===== config.mk =====
export PLATFORM = sky130hd
export DESIGN_NAME = mem_arbiter
export DESIGN_NICKNAME = d
export VERILOG_FILES = /design/src/rtl/mem_arbiter_pkg.sv /design/src/rtl/arb_streak_counter.sv /design/src/rtl/mem_arbiter.sv
export SDC_FILE = /design/constraint.sdc
export NUM_CORES = 1
export LEC_CHECK = 0
export BUFFER_PORTS_ARGS = -buffer_cell sky130_fd_sc_hd__buf_2
export CORE_MARGIN = 5
export CORE_UTILIZATION = 33
export CTS_CLUSTER_DIAMETER = 150
export DETAILED_ROUTE_END_ITERATION = 7
export PLACE_DENSITY_LB_ADDON = 0.12
export RECOVER_POWER = 50
export SYNTH_ARGS = -nofsm -noshare
export SYNTH_HDL_FRONTEND = slang
export SYNTH_SLANG_ARGS = --single-unit

===== constraint.sdc =====
create_clock -name clk_i -period 2.65 [get_ports clk_i]
set_input_delay 0.53 -clock clk_i [delete_from_list [all_inputs] [get_ports clk_i]]
set_output_delay 0.53 -clock clk_i [all_outputs]
set_load 0.01 [all_outputs]

===== src/rtl/mem_arbiter_pkg.sv =====
// Shared definitions for the instruction/data memory arbiter: FSM encodings
// and default widths reused by the CPU top level and the memory model.
package mem_arb_defs;

  localparam int DEF_ADDR_W       = 32;
  localparam int DEF_DATA_W       = 32;
  localparam int DEF_STARVE_LIMIT = 4;

  typedef enum logic [1:0] {
    ST_IDLE   = 2'd0,
    ST_D_BUSY = 2'd1,
    ST_I_BUSY = 2'd2,
    ST_RESP   = 2'd3
  } arb_state_e;

endpackage


===== src/rtl/arb_streak_counter.sv =====
// Saturating count of consecutive data grants made while a fetch was waiting.
// The limit flag hands the next contested grant to the fetch port.
module arb_streak_counter
  import mem_arb_defs::*;
#(
  parameter int STARVE_LIMIT = DEF_STARVE_LIMIT
) (
  input  logic clk_i,
  input  logic rst_i,
  input  logic inc_i,
  input  logic clr_i,
  output logic limit_o
);

  localparam int CNT_W = $clog2(STARVE_LIMIT + 1);
  localparam logic [CNT_W-1:0] LIMIT_VAL = CNT_W'(STARVE_LIMIT);

  logic [CNT_W-1:0] streak_d, streak_q;

  always_comb begin
    streak_d = streak_q;
    if (clr_i) begin
      streak_d = '0;
    end else if (inc_i && (streak_q != LIMIT_VAL)) begin
      streak_d = streak_q + 1'b1;
    end
  end

  always_ff @(posedge clk_i) begin
    if (rst_i) begin
      streak_q <= '0;
    end else begin
      streak_q <= streak_d;
    end
  end

  assign limit_o = (streak_q == LIMIT_VAL);

endmodule


===== src/rtl/mem_arbiter.sv =====
// Shares one single-port memory between the IF fetch port and the MEM data port,
// one request/ack transaction at a time, and freezes the pipeline while either waits.
module mem_arbiter
  import mem_arb_defs::*;
#(
  parameter int ADDR_W       = DEF_ADDR_W,
  parameter int DATA_W       = DEF_DATA_W,
  parameter int STARVE_LIMIT = DEF_STARVE_LIMIT
) (
  input  logic              clk_i,
  input  logic              rst_i,
  input  logic              if_req_i,
  input  logic [ADDR_W-1:0] if_addr_i,
  output logic [DATA_W-1:0] if_data_o,
  output logic              if_ready_o,
  input  logic              d_read_i,
  input  logic              d_write_i,
  input  logic [ADDR_W-1:0] d_addr_i,
  input  logic [DATA_W-1:0] d_wdata_i,
  output logic [DATA_W-1:0] d_rdata_o,
  output logic              d_ready_o,
  output logic              mem_req_o,
  output logic              mem_we_o,
  output logic [ADDR_W-1:0] mem_addr_o,
  output logic [DATA_W-1:0] mem_wdata_o,
  input  logic [DATA_W-1:0] mem_rdata_i,
  input  logic              mem_ack_i,
  output logic              stall_o,
  output logic [1:0]        dbg_state_o
);

  // Handshake: requesters hold req (and address/data) until their ready pulse;
  // the memory sees mem_req_o held with stable address/data until it returns mem_ack_i.

  arb_state_e        state_d, state_q;
  logic              if_ready_d, if_ready_q;
  logic              d_ready_d, d_ready_q;
  logic              mem_we_d, mem_we_q;
  logic [ADDR_W-1:0] mem_addr_d, mem_addr_q;
  logic [DATA_W-1:0] mem_wdata_d, mem_wdata_q;
  logic [DATA_W-1:0] if_data_d, if_data_q;
  logic [DATA_W-1:0] d_rdata_d, d_rdata_q;
  logic              streak_inc, streak_clr, streak_limit;
  logic              d_req;

  assign d_req = d_read_i | d_write_i;

  arb_streak_counter #(
    .STARVE_LIMIT(STARVE_LIMIT)
  ) u_streak (
    .clk_i  (clk_i),
    .rst_i  (rst_i),
    .inc_i  (streak_inc),
    .clr_i  (streak_clr),
    .limit_o(streak_limit)
  );

  always_comb begin
    state_d     = state_q;
    if_ready_d  = 1'b0;
    d_ready_d   = 1'b0;
    mem_we_d    = mem_we_q;
    mem_addr_d  = mem_addr_q;
    mem_wdata_d = mem_wdata_q;
    if_data_d   = if_data_q;
    d_rdata_d   = d_rdata_q;
    streak_inc  = 1'b0;
    streak_clr  = 1'b0;
    case (state_q)
      ST_IDLE: begin
        // Data wins unless the fetch has already been passed over STARVE_LIMIT times.
        if (d_req && !(if_req_i && streak_limit)) begin
          state_d     = ST_D_BUSY;
          mem_we_d    = d_write_i;
          mem_addr_d  = d_addr_i;
          mem_wdata_d = d_wdata_i;
          streak_inc  = if_req_i;
          streak_clr  = ~if_req_i;
        end else if (if_req_i) begin
          state_d    = ST_I_BUSY;
          mem_we_d   = 1'b0;
          mem_addr_d = if_addr_i;
          streak_clr = 1'b1;
        end
      end
      ST_D_BUSY: begin
        if (mem_ack_i) begin
          if (!mem_we_q) d_rdata_d = mem_rdata_i;
          d_ready_d = 1'b1;
          state_d   = ST_RESP;
        end
      end
      ST_I_BUSY: begin
        if (mem_ack_i) begin
          if_data_d  = mem_rdata_i;
          if_ready_d = 1'b1;
          state_d    = ST_RESP;
        end
      end
      ST_RESP: begin
        state_d = ST_IDLE;
      end
      default: begin
        state_d = ST_IDLE;
      end
    endcase
  end

  always_ff @(posedge clk_i) begin
    if (rst_i) begin
      state_q     <= ST_IDLE;
      if_ready_q  <= 1'b0;
      d_ready_q   <= 1'b0;
      mem_we_q    <= 1'b0;
      mem_addr_q  <= '0;
      mem_wdata_q <= '0;
      if_data_q   <= '0;
      d_rdata_q   <= '0;
    end else begin
      state_q     <= state_d;
      if_ready_q  <= if_ready_d;
      d_ready_q   <= d_ready_d;
      mem_we_q    <= mem_we_d;
      mem_addr_q  <= mem_addr_d;
      mem_wdata_q <= mem_wdata_d;
      if_data_q   <= if_data_d;
      d_rdata_q   <= d_rdata_d;
    end
  end

  assign mem_req_o   = (state_q == ST_D_BUSY) || (state_q == ST_I_BUSY);
  assign mem_we_o    = mem_we_q;
  assign mem_addr_o  = mem_addr_q;
  assign mem_wdata_o = mem_wdata_q;
  assign if_data_o   = if_data_q;
  assign if_ready_o  = if_ready_q;
  assign d_rdata_o   = d_rdata_q;
  assign d_ready_o   = d_ready_q;
  assign stall_o     = (if_req_i & ~if_ready_q) | (d_req & ~d_ready_q);
  assign dbg_state_o = state_q;

endmodule


==> Word level (Yosys, flattened, before mapping) <==
Cells that the tools add are included.
W data, S select, Z words.
{ "classes": {"n_mux": 14, "bitwise_logic": 10, "n_eq_ne": 7, "n_addsub": 1, "n_reduce_logical": 16} }
{ "op_table": {"columns": ["operator", "n"], "rows": [
  ["$mux W32", 2],
  ["$mux W1", 8],
  ["$reduce_and A2 Y1", 4],
  ["$reduce_or A2 Y1", 4],
  ["$mux W2", 3],
  ["$ne A3 B3 Y1 const B", 2],
  ["$not A1 Y1", 6],
  ["$pmux W2 S3", 1],
  ["$eq A2 B2 Y1 const B", 2],
  ["$add A3 B1 Y3 const B", 1],
  ["$eq A3 B3 Y1 const B", 1],
  ["$logic_and A1 B1 Y1", 3],
  ["$reduce_and A3 Y1", 1],
  ["$and A1 B1 Y1", 2],
  ["$eq A2 B1 Y1 const B", 1],
  ["$logic_not A2 Y1", 1],
  ["$ne A2 B1 Y1 const B", 1],
  ["$or A1 B1 Y1", 2],
  ["$reduce_bool A2 Y1", 1],
  ["$logic_not A1 Y1", 1],
  ["$logic_or A1 B1 Y1", 1]
]} }
{ "word_totals": {"output_inout_bits": 135, "word_cells": 57, "regBits": 136, "inputBits": 134} }

==> Depth between registers and ports, before layout <==
Gate-level depths: netlist (run 1).
{ "depth": {"word_depth": 7, "mapped_depth": 13, "ltp_nobuf": 9} }

==> By module <==
Synthesis (run 1) repeated with hierarchy kept, for this count alone.
{ "unflattened": {"cells_unflattened": 660, "hier_area_um2": 5447.7} }
{ "by_module_without_submodules": {"columns": ["mod", "cells_per_inst", "area_each_um2", "seq_area_each_um2", "n_inst"], "rows": [
  ["mem_arbiter", 642, 5260.0, 2662.6, 1],
  ["arb_streak_counter", 18, 187.7, 60.1, 1]
]} }

==> Worst setup path after synthesis (run 1) <==
OpenSTA, ideal clock, no wires.
{ "synth_timing": {"path_kind": "reg-to-reg", "from": "register u_streak.streak_q[0]", "to": "register mem_addr_q[22], in the netlist mem_addr_o[22]", "t_arrival_ns": 2.067, "required_ns": 2.528, "path_buffers": 4, "setup_slack_ns": 0.461, "stages_incl_launch_ff": 14, "setup_ns": 0.122, "synth_period_minus_slack_ns": 2.189, "path_cell_list": "dfxtp_1 inv_1 ha_1 and3_1 buf_4 buf_4 nor2_1 inv_1 ha_1 nand2b_1 buf_2 buf_2 a31oi_1 a21oi_1"} }
{ "synth_via": {"elab_chain_cells": 6} }
{ "synth_lines": {"columns": ["item", "line", "rtl"], "rows": [
  ["start: declaration", "arb_streak_counter.sv:18", "logic [CNT_W-1:0] streak_d, streak_q;"],
  ["start signal: assignment", "arb_streak_counter.sv:33", "streak_q <= streak_d;"],
  ["$eq A3 B3 Y1 (*)", "arb_streak_counter.sv:37", "assign limit_o = (streak_q == LIMIT_VAL);"],
  ["$logic_and A1 B1 Y1 (*)", "mem_arbiter.sv:72", "if (d_req && !(if_req_i && streak_limit)) begin"],
  ["$logic_not A1 Y1 (*)", "mem_arbiter.sv:72", null],
  ["$logic_and A1 B1 Y1 (*)", "mem_arbiter.sv:72", null],
  ["$reduce_bool A2 Y1 (no line)", null, null],
  ["$reduce_and A2 Y1 (no line)", null, null],
  ["end signal: assignment", "mem_arbiter.sv:124", "mem_addr_q <= mem_addr_d;"],
  ["end: declaration", "mem_arbiter.sv:39", "logic [ADDR_W-1:0] mem_addr_d, mem_addr_q;"]
]} }
Every way passes the cells marked *; elsewhere a longest branch is shown, timed or not.
A chain may end at the register's enable or synchronous reset.

==> Worst setup path in the final report (run 1) <==
{ "layout_timing": {"from": "register u_streak.streak_q[0]", "to": "register mem_addr_q[3], in the netlist mem_addr_o[3]"} }
The elaborated chain is that of the path after synthesis.

==> results of run 1 <==
## path summary, 6_finish.rpt
check | startpoint | end | slack, ns | depth (start not counted)
hold / removal | mem_rdata_i[25] | d_rdata_o[25]$_SDFFE_PP0P_ | 0.37 | 3
hold reg to reg | d_rdata_o[11]$_SDFFE_PP0P_ | d_rdata_o[11]$_SDFFE_PP0P_ | 0.45 | 2
setup / recovery | u_streak.streak_q[0]$_SDFFE_PP0P_ | mem_addr_o[3]$_SDFFE_PP0P_ | 0.62 | 10
setup reg to reg | u_streak.streak_q[0]$_SDFFE_PP0P_ | mem_addr_o[3]$_SDFFE_PP0P_ | 0.62 | 10
## cells by family after synthesis
logic type                 Yosys count  share of synthesized area (%)
AOI/OAI and AO/OA                  272                           26.5
and+or+nand+nor                    186                           14.6
DFF                                136                           50.5
buffers and inverters               70                           6.50
adders and majority gates            8                           1.86
## worst max-delay path, stage by stage, from the launching register on
cell	delay, ns
dfxtp_1	0.35
inv_1	0.06
ha_1	0.24
and3_2	0.23
nor2_1	0.14
inv_1	0.06
ha_1	0.19
nand2b_1	0.16
buf_4	0.22
a31oi_1	0.18
a21oi_1	0.08
## cell usage in the layout, fill, tap and decap left out, drive strengths merged, types with 2 or more instances in the layout
master  netlist  layout
a21oi       133     133
a31oi        33      33
and2          2       2
and3          3       3
buf          37     151
bufinv        0       3
clkbuf       25     151
clkinv        0       8
dfxtp       136     136
ha            8       8
inv           8       9
nand2       134     134
nand2b        2       2
nand3        34      34
nor2          3       3
o21ai       100     100
or3           2       2
## sequential cells by signal, summed over array words and instances, names as in the netlist
register,count
d_rdata_o,32
if_data_o,32
mem_addr_o,32
mem_wdata_o,32
u_streak.streak_q,3
dbg_state_o,2
d_ready_o,1
if_ready_o,1
mem_we_o,1
## where the power goes
group	leakage (nW)	internal [W]	switching, W
Sequential	1.11	0.00246	0.000203
Combinational	1.39	0.000730	0.00135
Clock	0.295	0.00149	0.000884
Total	2.80	0.00468	0.00244
## per-stage QoR
stage / instances / power (W)
2_1_floorplan: 672 / 0.00402
3_3_place_gp: 1110 / 0.00490
3_5_place_dp: 1110 / 0.00490
4_1_cts: 1141 / 0.00731
5_1_grt: 1141 / 0.00759
6_report: 1141 / 0.00712
## cells in the mapped netlist (2+ instances only)
cell / instances
dfxtp_1: 136
nand2_1: 134
a21oi_1: 133
o21ai_0: 89
nand3_1: 34
a31oi_1: 33
buf_2: 25
clkbuf_1: 25
o21ai_1: 10
ha_1: 8
inv_1: 8
buf_4: 7
buf_6: 4
and3_1: 3
and2_1: 2
nand2b_1: 2
nor2_1: 2
or3_1: 2
## final cells by class
cell class	instances	area, um2
multi-input cells	466	2320
clock buffers	18	439
fillers	1735	8690
well taps	216	270
clock inverters	13	154
repair buffers	284	1320
inverters	8	30.0
flip-flops and latches	136	2720
## layer usage
metal,track usage (%),vias to the layer above,share of wire [%]
li1,-,2818,-
met4,5.54,0,1.2
met2,30.0,217,48
met5,0,-,0
met3,6.36,16,8.9
met1,23.0,2651,42
==> metrics.md, run 1 <==
| Metric | Value |
|---|---|
| Outcome | completed |
| Setup_tns | 0 ns |
| GPL Wtd Cong | 0.780 |
| Vias post-DR | 5702 |
| Yosys Warn Count | 0 |
| Crit path max fanout | 23 |
| CP Capture Type | register |
| Final Hold Viols | 0 |
| Seq/Total Area, Yosys | 50.5% |
| Vias per cell | 5.00 |
| Die Wd | 138 um |
| Largest net degree at the start of global routing | 101 |
| RSZ-0062 raised after global routing | no |
| Synthesized netlist cell count | 672 |
| Ys async rst share | 0% |
| CTS buffer count | 17 |
| Bufs on Longest Clock Path | 2 |
| Primary FF master, synth | dfxtp_1 |
| Synth Register Bits | 136 |
| CTS tree | built |
| Global-route wire length before repair | 27.8 mm |
| CP startpoint kind | register |
| FMAX | 492 MHz |
| Nets | 1055 |
| Layout Utilization | 45.5% |
| Clock latency on the worst-skew pair | 0.41 ns |
| WP data required | 2.94 ns |
| Maxcap violations | 0 |
| I/O Buffers | 268 |
| Routed WL | 18.1 mm |
| DRT iter0 DRCs | 276 |
| Final Cell Area | 7260 um2 |
| Tcrit/Tclk final | 76.8% |
| DRC | 0 |
| Pre-antenna DRT Iters | 5 |
| Clk_skew | 0.00580 ns |
| Hold-fix buffers, CTS | 0 |
| IO Pins | 269 |
| Final setup violation count | 0 |
| Initial core utilization | 33.8% |
| # diodes | 0 |
| Tmin final | 2.03 ns |
| Place WS | 0.626 ns |
| Syn nets | 814 |
| Growth of design area from synthesis to finish | 34.7% |
| Number of distinct library cells after synthesis | 33 |
| Placed cell areas | 6830 um2 |
| Worst-path clk slew | 0.06 ns |
| Slew margin rel. | 53.5% |
| Detail Route Antenna Nets | 0 |
| Setup CP Type | register to register |
| Synth area leaders | dfxtp_1 51%, a21oi_1 12%, nand2_1 9.3% |
| Power density over the cells | 981 nW/um2 |
| Post-CTS sizing | 0 |
| Layout cell share with drive strength beyond 1 | 20.3% |
| H-tree depth | 4 |
| Synth top area share | 50.5% |
| Max-slew violations | 0 |
| Die height | 138 um |
| Avg WL per Cell | 15.9 um |
| Post-DP HPWL | 12.4 mm |
| Die area | 19000 um2 |
| GRT Total Usage | 18.4% |
| Worst Path Arrival | 2.32 ns |
| Syn_area_per_cell | 8.02 um2 |
| Post-CTS setup buffer count | 0 |
| Rows | 46 |
| IR drop worst, VDD | 0.000484 V |
| Leak | 2.80 nW |
| Hold_ws | 0.367 ns |
| GRT overflow | 0 |
| Least-Margin Pin Slew | 0.697 ns |
| Antenna violations before repair | 0 |
| Clk sink count | 136 |
| Number of flops mapped to enable cells by yosys | 0 |
| Mapped cell area | 5390 um2 |
| CTS Root Cell | clkbuf_16 |
| Number of global-route vias before repair | 5431 |
| Core Region | 15900 um2 |
| Area leader, netlist | dfxtp_1 |
| Hold Crit Class | input pin to register |
| Worst setup margin | 0.616 ns |
Power figures use the tool's default switching activity.
==> inputs of run 2 (changes only) <==
- ABC_AREA: unset -> 1
- clock period: 2.65 -> 1.7 ns (I/O delays scaled with it)
==> metrics.md, run 2 <==
| Metric | Value |
|---|---|
| Outcome | completed (unchanged) |
| Final Cell Area | 7840 um2 (was 7260 um2) |
| Ys async rst share | 0% (unchanged) |
| Detail Route Antenna Nets | 0 (unchanged) |
| GPL Wtd Cong | 0.750 (was 0.780) |
| Placed cell areas | 7260 um2 (was 6830 um2) |
| Initial core utilization | 33.8% (about the same) |
| Seq/Total Area, Yosys | 48.4% (was 50.5%) |
| Final setup violation count | 0 (unchanged) |
| Growth of design area from synthesis to finish | 39.3% (was 34.7%) |
| Net Sw Power | 0.00508 W (was 0.00244 W) |
| CTS Root Cell | clkbuf_16 (unchanged) |
| CP startpoint kind | register (unchanged) |
| CP Capture Type | register (unchanged) |
| Syn_area_per_cell | 6.85 um2 (was 8.02 um2) |
| I/O Buffers | 268 (unchanged) |
| Die Wd | 141 um (was 138 um) |
| CTS tree | built (unchanged) |
| Final Hold Viols | 0 (unchanged) |
| Core Region | 16600 um2 (was 15900 um2) |
| Tmin final | 1.64 ns (was 2.03 ns) |
| Synth Register Bits | 136 (unchanged) |
| GR Util met2 | 27.6% (was 30.0%) |
| Placed cells | 1281 (was 1110) |
| CP Cell Sequence | inv_2 -> ha_4 -> nand3_4 -> nand2_4 -> ha_4 -> nor2_4 -> buf_12 -> clkbuf_16 -> nand3_1 -> nand2_1 -> inv_1 (was inv_1 -> ha_1 -> and3_2 -> nor2_1 -> inv_1 -> ha_1 -> nand2b_1 -> buf_4 -> a31oi_1 -> a21oi_1) |
| Worst Path Arrival | 1.96 ns (was 2.32 ns) |
| Hold path depth | 3 (unchanged) |
| IO Pins | 269 (unchanged) |
| Max-slew violations | 0 (unchanged) |
| GRT overflow | 0 (unchanged) |
| CTS buffer count | 17 (unchanged) |
| Nets | 1232 (was 1055) |
| Pre-antenna DRT Iters | 4 (was 5) |
| FMAX | 609 MHz (was 492 MHz) |
| DRC | 0 (unchanged) |
| Worst path max stage delay | 0.34 ns (was 0.35 ns) |
| WP data required | 2.02 ns (was 2.94 ns) |
| Largest net degree at the start of global routing | 70 (was 101) |
| Rows | 47 (was 46) |
| Area leader, netlist | dfxtp_1 (unchanged) |
| Tcrit/Tclk final | 96.6% (was 76.8%) |
| Pint | 0.00825 W (was 0.00468 W) |
| Reg2reg path depth | 11 (was 10) |
| Mapped cell area | 5630 um2 (was 5390 um2) |
| IR drop worst, VDD | 0.000688 V (was 0.000484 V) |
| Logic pwr share | 38.3% (was 29.2%) |
| Power density over the cells | 1700 nW/um2 (was 981 nW/um2) |
| Most frequent CP cell | ha_4 |
| Vias post-DR | 5681 (was 5702) |
| Synth top cells by count | 260 x nor2_1, 144 x nand2_1, 136 x dfxtp_1, 77 x inv_1, 66 x nand3_1 (was 136 x dfxtp_1, 134 x nand2_1, 133 x a21oi_1, 89 x o21ai_0, 34 x nand3_1) |
| RSZ-0062 raised after global routing | yes (was no) |
| Antenna violations before repair | 1 (was 0) |
| Hold Crit Class | input pin to register (unchanged) |
| Worst-path clk slew | 0.06 ns (about the same) |
| Most frequent cells in the layout | 260 x nor2_1, 144 x nand2_1, 139 x buf_2 (was 136 x dfxtp_1, 135 x buf_2, 134 x nand2_1) |
| H-tree depth | 4 (unchanged) |
| Number of global-route vias before repair | 5271 (was 5431) |
| GRT Total Usage | 16.8% (was 18.4%) |
| Vias per cell | 4.29 (was 5.00) |
| Setup CP Type | register to register (unchanged) |
| Post-DP HPWL | 12.4 mm (about the same) |
| Maxcap violations | 0 (unchanged) |
| Routed WL | 17.4 mm (was 18.1 mm) |
| Syn nets | 964 (was 814) |
| Clk_skew | 0.0108 ns (was 0.00580 ns) |
| Global routing usage on met3 | 7.18% (was 6.36%) |
| Layout Utilization | 47.1% (was 45.5%) |
| Yosys Warn Count | 0 (unchanged) |
| Met1 Usage GRT | 20.0% (was 23.0%) |
| Sequential share of power | 34.8% (was 37.4%) |
| Synth area leaders | dfxtp_1 48%, nor2_1 17%, nand2_1 9.6% (was dfxtp_1 51%, a21oi_1 12%, nand2_1 9.3%) |
| Avg WL per Cell | 13.2 um (was 15.9 um) |
| Clock latency on the worst-skew pair | 0.42 ns (was 0.41 ns) |
| Synth top area share | 48.4% (was 50.5%) |
| Layout cell share with drive strength beyond 1 | 19.9% (was 20.3%) |
| Die area | 19800 um2 (was 19000 um2) |
| Clock share of power | 26.9% (was 33.4%) |
| Number of distinct library cells after synthesis | 20 (was 33) |
| Clk sink count | 136 (unchanged) |
| Bufs on Longest Clock Path | 2 (unchanged) |
| Post-Layout Cell Count | 1324 (was 1141) |
| Die height | 141 um (was 138 um) |
| Global routing's busiest layer | met2 (unchanged) |
| Sw frac | 38.1% (was 34.2%) |
| Least-Margin Pin Slew | 0.377 ns (was 0.697 ns) |
| Primary FF master, synth | dfxtp_1 (unchanged) |
| Setup_tns | 0 ns (unchanged) |
| DRT iter0 DRCs | 274 (was 276) |
| Leak | 3.91 nW (was 2.80 nW) |
| FF-to-FF setup slack | 0.06 ns (was 0.62 ns) |
| Crit path max-delay cell type | dfxtp_2 (was dfxtp_1) |
| Global-route wire length before repair | 27.0 mm (was 27.8 mm) |
| Slew margin rel. | 74.9% (was 53.5%) |
| Most common cell after layout, fill and taps aside | nor2_1 (was dfxtp_1) |
| Most numerous cell in the Yosys netlist | nor2_1 (was dfxtp_1) |
| Number of flops mapped to enable cells by yosys | 0 (unchanged) |
| Synthesized netlist cell count | 822 (was 672) |
| Crit path max fanout | 8 (was 23) |
| Hold_ws | 0.149 ns (was 0.367 ns) |
## run 2: cell count changes after synthesis, sizes merged, moves of 2 or more
cell,before,now
a21oi,133,5
nand3,34,68
nand2b,2,0
or3,2,0
and3,3,0
a31oi,33,0
and2,2,0
buf,37,27
clkbuf,25,21
nand2,134,146
a21boi,0,2
inv,8,79
o21ai,100,66
nor2,3,262
## run 2: path summary, 6_finish.rpt
kind,startpoint,endpoint
worst max-delay path,u_streak.streak_q[1]$_SDFFE_PP0P_,mem_addr_o[21]$_SDFFE_PP0P_
worst min-delay path,d_wdata_i[24],mem_wdata_o[24]$_SDFFE_PP0P_
worst max register to register,u_streak.streak_q[1]$_SDFFE_PP0P_,mem_addr_o[21]$_SDFFE_PP0P_
worst min register to register,if_data_o[13]$_SDFFE_PP0P_,if_data_o[13]$_SDFFE_PP0P_
## run 2: cell families (layout without fill, tap and decap cells)
kind of cell	Yosys count	in the layout	share of synthesized area [%]
AOI/OAI and AO/OA	74	74	6.69
xor gates and xnor gates	1	1	0.156
adders and majority gates	8	8	1.78
buffers and inverters	127	408	9.40
DFF	136	136	48.4
other	0	1	0
and+or+nand+nor	476	476	33.6
## run 2: metal layers
layer | part of all wire, % | up-vias
met5 | 0.063 | -
met2 | 48 | 153
met4 | 1.2 | 2
li1 | - | 3051
met1 | 42 | 2458
met3 | 8.4 | 17
## run 2: repair_timing
action | CTS | global route
endpoints found under the hold margin | 0 | 0
hold buffers | 0 | 0
setup buffers | 1 | 5
setup endpoints to repair | 1 | 43
gates resized for setup | 2 | 9
gates cloned | 0 | 4
## run 2: area by class of cell
class	instances	area, um2
fillers	1823	8800
flip-flops and latches	136	2730
multi-input cells	559	2440
repair buffers	297	1530
clock buffers	18	439
inverters	79	297
well taps	220	275
clock inverters	14	134
diodes	1	2.50
## run 2: metrics by stage
stage                     power (W)  setup WS, ns
after global placement      0.00963         0.120
after global routing         0.0144       -0.0178
after CTS                    0.0133        0.0199
after detailed placement    0.00965        0.0658
after floorplan             0.00786        0.0201
final                        0.0133        0.0576
## run 2: power groups by stage
stage | clock network (W) | registers [W] | logic [W]
final | 0.00359 | 0.00463 | 0.00511
after global routing | 0.00385 | 0.00476 | 0.00579
after CTS | 0.00369 | 0.00462 | 0.00501
after detailed placement | 0 | 0.00467 | 0.00498
after global placement | 0 | 0.00465 | 0.00497
after floorplan | 0 | 0.00512 | 0.00274
## run 2: critical path, delay by kind of cell (launching register included)
family / cells / cell delay, ns
simple gates: 5 / 0.51
buf+inv: 4 / 0.37
flops: 1 / 0.34
fa+ha+maj: 2 / 0.33
==> inputs of run 3 (changes only) <==
- CORE_UTILIZATION: 33 -> 42
==> metrics.md, run 3 (same netlist as run 2, synthesis figures left out) <==
| Metric | Value |
|---|---|
| CP startpoint kind | register (unchanged) |
| Clock latency on the worst-skew pair | 0.41 ns (was 0.42 ns) |
| WP data required | 2.00 ns (was 2.02 ns) |
| Hold Crit Class | input pin to register (unchanged) |
| Slew margin rel. | 75.2% (was 74.9%) |
| Nets | 1230 (was 1232) |
| Most frequent cells in the layout | 258 x nor2_1, 149 x buf_2, 144 x nand2_1 (was 260 x nor2_1, 144 x nand2_1, 139 x buf_2) |
| Routed WL | 17.0 mm (was 17.4 mm) |
| Placed cells | 1236 (was 1281) |
| Die height | 126 um (was 141 um) |
| Detail Route Antenna Nets | 0 (unchanged) |
| FF-to-FF setup slack | 0.03 ns (was 0.06 ns) |
| Layout Utilization | 59.4% (was 47.1%) |
| Most common cell after layout, fill and taps aside | nor2_1 (unchanged) |
| Avg WL per Cell | 13.3 um (was 13.2 um) |
| IO Pins | 269 (unchanged) |
| Vias post-DR | 5807 (was 5681) |
| Pre-antenna DRT Iters | 4 (unchanged) |
| DRT iter0 DRCs | 273 (was 274) |
| RSZ-0062 raised after global routing | yes (unchanged) |
| Max-slew violations | 0 (unchanged) |
| Power density over the cells | 1730 nW/um2 (was 1700 nW/um2) |
| Final setup violation count | 0 (unchanged) |
| CTS tree | built (unchanged) |
| Hold path endpoint | mem_wdata_o[15]$_SDFFE_PP0P_ (was mem_wdata_o[24]$_SDFFE_PP0P_) |
| CP Capture Type | register (unchanged) |
| Final Hold Viols | 0 (unchanged) |
| Reg2reg path depth | 11 (unchanged) |
| Global-route wire length before repair | 25.7 mm (was 27.0 mm) |
| CTS Root Cell | clkbuf_16 (unchanged) |
| Bufs on Longest Clock Path | 2 (unchanged) |
| Setup CP Type | register to register (unchanged) |
| Die Wd | 126 um (was 141 um) |
| Tcrit/Tclk final | 98.1% (was 96.6%) |
| Post-DP HPWL | 11.7 mm (was 12.4 mm) |
| Antenna violations before repair | 2 (was 1) |
| CTS buffer count | 17 (unchanged) |
| Layout fillers | 1357 (was 1823) |
| GRT overflow | 0 (unchanged) |
| Least-Margin Pin Slew | 0.372 ns (was 0.377 ns) |
| Power Total | 0.0136 W (was 0.0133 W) |
| Number of global-route vias before repair | 5240 (was 5271) |
| Worst Path Arrival | 1.97 ns (was 1.96 ns) |
| R2r startpoint | u_streak.streak_q[0]$_SDFFE_PP0P_ (was u_streak.streak_q[1]$_SDFFE_PP0P_) |
| Layout cell share with drive strength beyond 1 | 20.6% (was 19.9%) |
| Worst hold start | d_wdata_i[15] (was d_wdata_i[24]) |
| Hold-fix buffers, CTS | 0 (unchanged) |
| DRC | 0 (unchanged) |
| GRT Total Usage | 19.8% (was 16.8%) |
| R2R Path End | mem_addr_o[25]$_SDFFE_PP0P_ (was mem_addr_o[21]$_SDFFE_PP0P_) |
| Crit path max fanout | 11 (was 8) |
| Tmin final | 1.67 ns (was 1.64 ns) |
| I/O Buffers | 268 (unchanged) |
| Growth of design area from synthesis to finish | 39.1% (was 39.3%) |
| Initial core utilization | 42.7% (was 33.8%) |
| Rows | 42 (was 47) |
| IR drop worst, VDD | 0.000833 V (was 0.000688 V) |
| Die area | 15800 um2 (was 19800 um2) |
| Vias per cell | 4.54 (was 4.29) |
| Clk sink count | 136 (unchanged) |
| Post-Layout Cell Count | 1279 (was 1324) |
| GPL Wtd Cong | 0.798 (was 0.750) |
| FMAX | 599 MHz (was 609 MHz) |
| Clk_skew | 0.0103 ns (was 0.0108 ns) |
| Largest net degree at the start of global routing | 82 (was 70) |
| Hold path depth | 3 (unchanged) |
| Leak | 3.97 nW (was 3.91 nW) |
| Core Region | 13200 um2 (was 16600 um2) |
| Worst-path clk slew | 0.05 ns (was 0.06 ns) |
| H-tree depth | 4 (unchanged) |
| Maxcap violations | 0 (unchanged) |
| Outcome | completed (unchanged) |
-- run 3: changes by cell type in the layout (fill, tap and decap cells not counted), sizes merged --
| cell | previous run | this run |
|---|---|---|
| buf | 166 | 173 |
| bufinv | 1 | 3 |
| clkbuf | 149 | 143 |
| clkinv | 3 | 5 |
| diode | 1 | 2 |
| inv | 87 | 80 |
-- run 3: routing by layer --
metal / wire length [um] / global-route usage, % / vias up
met1: 6980 / 23.1 / 2559
met2: 8210 / 33.0 / 176
met3: 1500 / 8.64 / 20
met4: 269 / 6.12 / 0
li1: - / - / 3052
met5: 0 / 0 / -
-- run 3: how the worst max path moves through the flow --
| stage | slack [ns] | to | from |
|---|---|---|---|
| global route | -0.06 | mem_we_o$_SDFFE_PP0P_ | u_streak.streak_q[0]$_SDFFE_PP0P_ |
| global placement | 0.14 | mem_addr_o[16]$_SDFFE_PP0P_ | u_streak.streak_q[0]$_SDFFE_PP0P_ |
| CTS | 0.03 | mem_req_o | dbg_state_o[1]$_SDFFE_PP0P_ |
| finish | 0.03 | mem_addr_o[25]$_SDFFE_PP0P_ | u_streak.streak_q[0]$_SDFFE_PP0P_ |
| detailed placement | 0.10 | mem_addr_o[11]$_SDFFE_PP0P_ | u_streak.streak_q[0]$_SDFFE_PP0P_ |
| floorplan | 0.02 | mem_addr_o[25]$_SDFFE_PP0P_ | u_streak.streak_q[0]$_SDFFE_PP0P_ |
-- run 3: cell type report --
cell class	count	area (um2)	area share, %
antenna	2	5.00	0.0639
multi-input combinational	559	2440	31.2
clock inverter	11	146	1.87
clock buffer	21	460	5.88
timing repair buffer	295	1540	19.6
inverter	79	297	3.79
tap	176	220	2.81
sequential	136	2730	34.8
-- run 3: critical path, cell delays in order (launching register included) --
cell     delay [ns]
dfxtp_2        0.34
inv_2          0.05
ha_4           0.16
nand3_4        0.09
nand2_4        0.06
ha_4           0.16
nor2_4         0.20
buf_12         0.17
buf_8          0.15
nand3_1        0.09
nand2_1        0.06
inv_1          0.03
-- run 3: per-stage QoR --
stage / setup WS (ns) / cell area, um2 / TNS, ns / hold slack (ns)
after detailed placement: 0.102 / 7180 / 0 / 0.466
after CTS: 0.0283 / 7780 / 0 / 0.141
after global routing: -0.0584 / 7830 / -1.03 / 0.152
after global placement: 0.141 / 7180 / 0 / 0.456
final: 0.0318 / 7830 / 0 / 0.157
after floorplan: 0.0201 / 5690 / 0 / 0.457
-- run 3: what timing repair did --
item,4_1_cts,5_1_grt
endpoints found under the setup margin,1,32
pin swaps,0,7
buffers inserted,0,3
resized for setup,1,14
cloned,0,6
-- run 3: where the power goes --
group	internal [W]	leakage [nW]	total, W	switching, W
registers	0.00416	1.12	0.00464	0.000476
logic	0.00206	2.55	0.00522	0.00316
clock network	0.00239	0.293	0.00374	0.00135
total	0.00860	3.97	0.0136	0.00498
